<file path="src/rtl/stp16_pkg.sv">
// Shared constants for the STP16CPC26 receiver: default chain width,
// per-driver width, default synchronizer depth and the input pin order
// used by the per-pin synchronizer array.
package stp16_pkg;

   localparam int STP16_CHAIN_W     = 32;
   localparam int STP16_DRV_W       = 16;
   localparam int STP16_SYNC_STAGES = 2;

   // Bit positions of the serial pins inside the packed pin vectors.
   typedef enum logic [1:0] {
      PIN_CLK = 2'd0,
      PIN_SDI = 2'd1,
      PIN_LE  = 2'd2,
      PIN_NOE = 2'd3
   } pin_e;

   localparam int NUM_PINS = 4;

   // Number of daisy-chained drivers needed for a given output count.
   function automatic int stp16_num_drivers(input int w);
      return w / STP16_DRV_W;
   endfunction

endpackage

</file>
<file path="src/rtl/stp16_input_sync.sv">
// Per-pin input conditioning: a `stages`-deep synchronizer, one history
// flop, and registered rise/fall strobes. The level output is the history
// flop so that data pins stay aligned with the strobes of other pins
// instantiated with the same depth.
module stp16_input_sync #(
   parameter int   stages  = 2,
   parameter logic rst_val = 1'b0
) (
   input  logic clk,
   input  logic reset,
   input  logic din,
   output logic level,
   output logic rise,
   output logic fall
);

   logic [stages-1:0] sync_q;
   logic              hist_q;

   // Synchronize the pin, keep one sample of history and register edge strobes.
   always_ff @(posedge clk) begin
      if (reset) begin
         sync_q <= {stages{rst_val}};
         hist_q <= rst_val;
         rise   <= 1'b0;
         fall   <= 1'b0;
      end else begin
         sync_q <= {sync_q[stages-2:0], din};
         hist_q <= sync_q[stages-1];
         rise   <= sync_q[stages-1] & ~hist_q;
         fall   <= ~sync_q[stages-1] & hist_q;
      end
   end

   assign level = hist_q;

endmodule

</file>
<file path="src/rtl/stp16cpc26_rx.sv">
// STP16CPC26 receiver / driver-chain emulator. Rebuilds the shift register,
// output latch and blanking of a width/16 driver chain from the serial pins
// sampled in the clk domain, and presents each latched frame on a
// valid/ready port.
// Optional feature: define STP16CPC26_RX_FRAME_CHECK_EN to flag latch events
// that do not follow exactly `width` shifts (sticky frame_err).
module stp16cpc26_rx
   import stp16_pkg::*;
#(
   parameter int width       = STP16_CHAIN_W,
   parameter int sync_stages = STP16_SYNC_STAGES
) (
   input  logic             clk,
   input  logic             reset,
   input  logic             stp16_clk,
   input  logic             stp16_sdi,
   input  logic             stp16_le,
   input  logic             stp16_noe,
   output logic [width-1:0] data,
   output logic [width-1:0] led,
   output logic             o_valid,
   input  logic             o_ready,
   output logic             overrun,
   output logic             frame_err
);

   logic [NUM_PINS-1:0] pin_raw, pin_lvl, pin_rise, pin_fall;
   logic                shift_ev, latch_ev, sdi_s, noe_s;
   logic [width-1:0]    shreg, shreg_nxt;

   assign pin_raw = {stp16_noe, stp16_le, stp16_sdi, stp16_clk};

   // noe idles blanked (1) out of reset; every other pin idles low so no
   // edge is seen right after reset.
   for (genvar g = 0; g < NUM_PINS; g++) begin : g_pin
      stp16_input_sync #(
         .stages  (sync_stages),
         .rst_val ((g == int'(PIN_NOE)) ? 1'b1 : 1'b0)
      ) u_sync (
         .clk   (clk),
         .reset (reset),
         .din   (pin_raw[g]),
         .level (pin_lvl[g]),
         .rise  (pin_rise[g]),
         .fall  (pin_fall[g])
      );
   end

   assign shift_ev = pin_rise[PIN_CLK];
   assign latch_ev = pin_fall[PIN_LE];
   assign sdi_s    = pin_lvl[PIN_SDI];
   assign noe_s    = pin_lvl[PIN_NOE];

   // Strobes/levels this block has no use for.
   logic unused_pins;
   assign unused_pins = ^{pin_rise[PIN_SDI], pin_rise[PIN_LE], pin_rise[PIN_NOE],
                          pin_fall[PIN_CLK], pin_fall[PIN_SDI], pin_fall[PIN_NOE],
                          pin_lvl[PIN_CLK], pin_lvl[PIN_LE]};

   // Post-shift register value; a latch in the same cycle captures this.
   always_comb begin
      shreg_nxt = shreg;
      if (shift_ev) shreg_nxt = {shreg[width-2:0], sdi_s};
   end

   // Shift register, output latch, handshake and blanked LED image.
   always_ff @(posedge clk) begin
      if (reset) begin
         shreg   <= '0;
         data    <= '0;
         led     <= '0;
         o_valid <= 1'b0;
         overrun <= 1'b0;
      end else begin
         shreg <= shreg_nxt;
         led   <= noe_s ? '0 : data;
         if (latch_ev) begin
            data    <= shreg_nxt;
            o_valid <= 1'b1;
            if (o_valid && !o_ready) overrun <= 1'b1;
         end else if (o_valid && o_ready) begin
            o_valid <= 1'b0;
         end
      end
   end

`ifdef STP16CPC26_RX_FRAME_CHECK_EN
   localparam int CW = $clog2(width + 1) + 1;

   logic [CW-1:0] shift_cnt, cnt_nxt;

   // Saturating shift count including a shift coincident with the latch.
   always_comb begin
      cnt_nxt = shift_cnt;
      if (shift_ev && (shift_cnt != {CW{1'b1}})) cnt_nxt = shift_cnt + 1'b1;
   end

   // Check frame length at each latch event; error is sticky until reset.
   always_ff @(posedge clk) begin
      if (reset) begin
         shift_cnt <= '0;
         frame_err <= 1'b0;
      end else if (latch_ev) begin
         shift_cnt <= '0;
         if (cnt_nxt != CW'(width)) frame_err <= 1'b1;
      end else begin
         shift_cnt <= cnt_nxt;
      end
   end
`else
   assign frame_err = 1'b0;
`endif

endmodule

</file>
<file path="config.mk">
export PLATFORM = sky130hd
export DESIGN_NAME = stp16cpc26_rx
export DESIGN_NICKNAME = d
export VERILOG_FILES = /design/src/rtl/stp16_pkg.sv /design/src/rtl/stp16_input_sync.sv /design/src/rtl/stp16cpc26_rx.sv
export SDC_FILE = /design/constraint.sdc
export NUM_CORES = 1
export LEC_CHECK = 0
export BUFFER_PORTS_ARGS = -buffer_cell sky130_fd_sc_hd__buf_2
export CAP_MARGIN = 20
export CORE_MARGIN = 5
export CORE_UTILIZATION = 57
export DETAILED_ROUTE_END_ITERATION = 8
export PLACE_DENSITY = 0.83
export SETUP_SLACK_MARGIN = 0.05
export SYNTH_ARGS = -nofsm -noshare
export SYNTH_HDL_FRONTEND = slang
export SYNTH_SLANG_ARGS = --single-unit
</file>
<file path="constraint.sdc">
create_clock -name clk -period 1.8 [get_ports clk]
set_clock_uncertainty 0.2 [all_clocks]
set_input_delay 0.27 -clock clk [delete_from_list [all_inputs] [get_ports clk]]
set_output_delay 0.27 -clock clk [all_outputs]
set_load 0.02 [all_outputs]
</file>
[Word-level counts from Yosys, hierarchy flattened]
Cells that the tools add are included.
Word-level totals
  latch bits: 0
  word-level logic and storage cells: 28
  bits in read-only memories: 0
  output and inout port bits: 67
  bits in writable memories: 0
  flip-flop bits (word level): 112
  memories: 0
  bits of input ports: 7
Cells by class
  add/subtract/negate cells: 0
  $lt $le $gt $ge: 0
  equality and inequality tests: 0
  divide/modulo/power cells: 0
  shift-type cells: 0
  reductions and logical operators: 6
  mux-type cells: 3
  multipliers: 0
  bitwise gates (word level): 4
Operators by type and width (number)
  2-to-1 mux 32 bit: 1
  bitwise AND 1 bit: 2
  logical AND 1 bit: 2
  2-to-1 mux 1 bit: 2
  NOT 1 bit: 2
  AND reduction 2 bit: 1
  nonzero test 2 bit: 1
  OR reduction 2 bit: 1
  zero test 1 bit: 1

[Depth between registers and ports, before layout]
  word-level depth: 3
  mapped depth: 4
  mapped depth without buffers: 2

[Cells and area by module]
Synthesis repeated with hierarchy kept, for this count alone.
Second synthesis, totals
  cells, all modules: 328
  area, all modules: 3693.5 sq um
Modules (own cells, without submodules)
  stp16cpc26_rx: area each 3158.0 sq um, seq. area each 1961.9 sq um, cells each 288, times used 1
  stp16_input_sync: area each 133.9 sq um, seq. area each 100.1 sq um, cells each 10, times used 4

[Worst setup path before layout]
OpenSTA, ideal clock, no wires.
  kind: reg-to-reg
  from: register g_pin[0].u_sync.rise
  to: register data[10]
  data required time: 1.462 ns
  stages on the path, launching flop included: 5
  path slack: 0.598 ns
  data arrival time: 0.864 ns
  setup time: 0.138 ns
  buffers on the path: 2
  period minus slack after synthesis: 1.202 ns
  cells stage by stage: dfxtp_1 buf_6 buf_12 mux2i_1 a211oi_1
On the way
  longest elaborated chain between the ends: 1
Ends and longest elaborated chain
  start, declared: RTL line stp16_input_sync.sv:13  | output logic rise,
  start signal, assigned: RTL line stp16_input_sync.sv:30  | rise <= sync_q[stages-1] & ~hist_q;
  2-to-1 mux 32 bit: RTL line stp16cpc26_rx.sv:63  | if (shift_ev) shreg_nxt = {shreg[width-2:0], sdi_s};
  end signal, assigned: RTL line stp16cpc26_rx.sv:78  | data <= shreg_nxt;
  end, declared: RTL line stp16cpc26_rx.sv:19  | output logic [width-1:0] data,
No other way between the ends.
A chain may end at the register's enable or synchronous reset.

==> reports/results.tsv <==
stage	metric	value	unit
setup_path	cp-end-kind	register	
sta	slew_violations	0	
placement	dp_hpwl	4020	um
clocking	cts_max_level	3	
cells_and_area	finalNetCount	397	
cells_and_area	drive_gt1_share	25.1	%
setup_path	worstPathArrival	1.49	ns
pwr	power-per-cell-area	991	nW/um^2
sta	setup_viol_count_final	0	
die	core_area	5990	um^2
route	drc	0	
setup_path	critPathLaunchType	register	
sta	max_clock_freq	705	MHz
synthesis	yosysUniqueCellTypes	19	
route	drtAntennaViolNets	0	
die	io_pins	74	
clocking	cts_buffer_depth	2	
sta	hold_violations	0	
setup_path	cp.required	1.87	ns
sta	fin_tns_setup	0	ns
setup_path	path_max_fanout	28	
route	first_pass_iters	4	
grt	grt_max_degree	58	
die	initial_core_util	59.0	%
outcome	status	finished clean	
synthesis	syn_inst	318	
placement	portBuffers	72	
setup_path	crit_type	register to register	
die	chipWidth	88.8	um
synthesis	syn_area	3540	um^2
clocking	cts_sinks	112	
pwr	p_int	3.28	mW
die	die_h	88.8	um
cells_and_area	syn_to_final_growth	18.1	%
clocking	insertion_delay	0.36	ns
pwr	clkPwrFrac	35.7	%
grt	grt_overflow	0	
clocking	clk_pin_slew_worst_paths	0.10	ns
placement	routabilityCongestion	0.717	
route	wl_per_cell	12.9	um
clocking	root_buffer	clkbuf_8	
clocking	numCtsBuffers	9	
sta	fin_crit	1.42	ns
pwr	power	4.14	mW
cells_and_area	num-fill-cells	447	
sta	rsz0062_at_grt	false	
run	max-cap-violations	0	
sta	min_period_over_period	78.8	%
grt	grt_first_pass_wirelength	9930	um
synthesis	seq_area_frac_synth	63.4	%
synthesis	syn_nets	325	
pwr	pwr-share-comb	3.5	%
pwr	p_leak	1.74	nW
route	routed_wl	6060	um
synthesis	ys_warn_count	0	
die	rows	28	
pwr	p_sw_share	20.8	%
clocking	postCtsSetupBuffers	0	
pwr	p_seq_share	60.8	%
synthesis	synth.avg_cell_area	11.1	um^2
route	viasPerCell	4.90	
route	route.vias.total	2296	
route	dr.first_iter.drc_count	145	
grt	grt.total_usage	16.3	%
clocking	cts_tree	built	
worst_hold_path	min_path_type	input pin to register	
grt	first_global_vias	2123	
grt	antenna_found_initial	0	
cells_and_area	n_antenna_cell	0	
die	die_area	7880	um^2
pwr	peakVddDrop	0.000686	V
pwr	p_switching	0.861	mW
synthesis	synth_seq_cells	112	
## repair_timing
action / in CTS / in global routing
hold endpoints to repair: 6 / 0
hold buffers: 5 / 0
resized for setup: 0 / 0
## per-stage QoR
step / instance area (um^2) / worst slack [ns] / cells / hold slack (ns) / utilization, %
finish: 4180 / 0.382 / 469 / 0.119 / 69.7
floorplan: 3540 / 0.598 / 318 / 0.167 / -
CTS: 4180 / 0.386 / 469 / 0.117 / 69.7
global route: 4180 / 0.282 / 469 / 0.127 / 69.7
global placement: 3930 / 0.463 / 449 / 0.165 / 65.6
detailed placement: 3930 / 0.435 / 449 / 0.180 / 65.6
## flip-flops by register name (all words and copies together) (netlist names)
signal               cells
data                    32
led                     32
o_valid                  1
g_pin.u_sync.sync_q      8
overrun                  1
shreg                   32
g_pin.u_sync.level       4
g_pin.u_sync.rise        1
g_pin.u_sync.fall        1
## area by class of cell
| cell class | instances | area (um^2) | share of cell area (%) |
|---|---|---|---|
| inverters | 2 | 7.51 | 0.180 |
| clock inverters | 2 | 38.8 | 0.929 |
| repair buffers | 85 | 508 | 12.2 |
| flip-flops and latches | 112 | 2240 | 53.8 |
| well taps | 75 | 93.8 | 2.25 |
| clock buffers | 13 | 159 | 3.81 |
| multi-input cells | 180 | 1120 | 26.9 |
## cell usage after synthesis (all sizes together)
master / instances / area share, %
dfxtp: 112 / 63
nor2: 65 / 7.0
a211oi: 32 / 6.8
and2: 32 / 5.7
mux2i: 32 / 9.1
buf: 13 / 3.4
clkbuf: 11 / 1.2
nor2b: 10 / 1.8
or2: 3 / 0.53
a21oi: 2 / 0.28
inv: 2 / 0.21
conb: 1 / 0.11
nand2b: 1 / 0.18
nand3b: 1 / 0.21
nor3b: 1 / 0.21
## power by group through the flow
stage | Combinational [mW] | Clock [mW] | Sequential, mW
2_1_floorplan | 0.0862 | 0 | 2.59
3_3_place_gp | 0.132 | 0 | 2.58
4_1_cts | 0.145 | 1.50 | 2.52
5_1_grt | 0.158 | 1.60 | 2.52
3_5_place_dp | 0.136 | 0 | 2.58
6_report | 0.143 | 1.48 | 2.52
## layer usage
| layer | part of all wire [%] | vias up | global-route usage (%) |
|---|---|---|---|
| li1 | - | 1188 | - |
| met5 | 0 | - | 0 |
| met4 | 1.8 | 0 | 7.83 |
| met1 | 44 | 1048 | 20.4 |
| met3 | 5.5 | 11 | 5.31 |
| met2 | 48 | 49 | 25.6 |
## cell families after synthesis
kind of cell	synth area share [%]
other cells	0.106
flops	63.4
compound gates	7.08
simple gates	15.5
buf+inv	4.81
mux	9.06
## worst max-delay path, cell delays in order (launching register included)
cell	delay, ns
dfxtp_2	0.59
buf_12	0.23
nor2_1	0.07
a211oi_1	0.24
## placed cells by master (no fill, tap or decap), drive strengths merged
master | Yosys | final
buf | 13 | 80
nor3b | 1 | 1
nor2b | 10 | 10
conb | 1 | 1
a211oi | 32 | 32
and2 | 32 | 32
or2 | 3 | 3
clkinv | 0 | 1
nand2b | 1 | 1
nor2 | 65 | 65
mux2i | 32 | 32
a21oi | 2 | 2
bufinv | 0 | 1
dlygate4sd3 | 0 | 5
dfxtp | 112 | 112
nand3b | 1 | 1
clkbuf | 11 | 13
inv | 2 | 2
## path summary, 6_finish.rpt
kind | startpoint | endpoint | slack (ns) | cells after the start
max | g_pin[2].u_sync.fall | data[9] | 0.38 | 3
min | reset | led[17] | 0.12 | 3
max reg2reg | g_pin[2].u_sync.fall | data[9] | 0.38 | 3
min reg2reg | g_pin[0].u_sync.level | g_pin[0].u_sync.rise | 0.18 | 1
No activity file was read; power rests on OpenSTA's default activity.
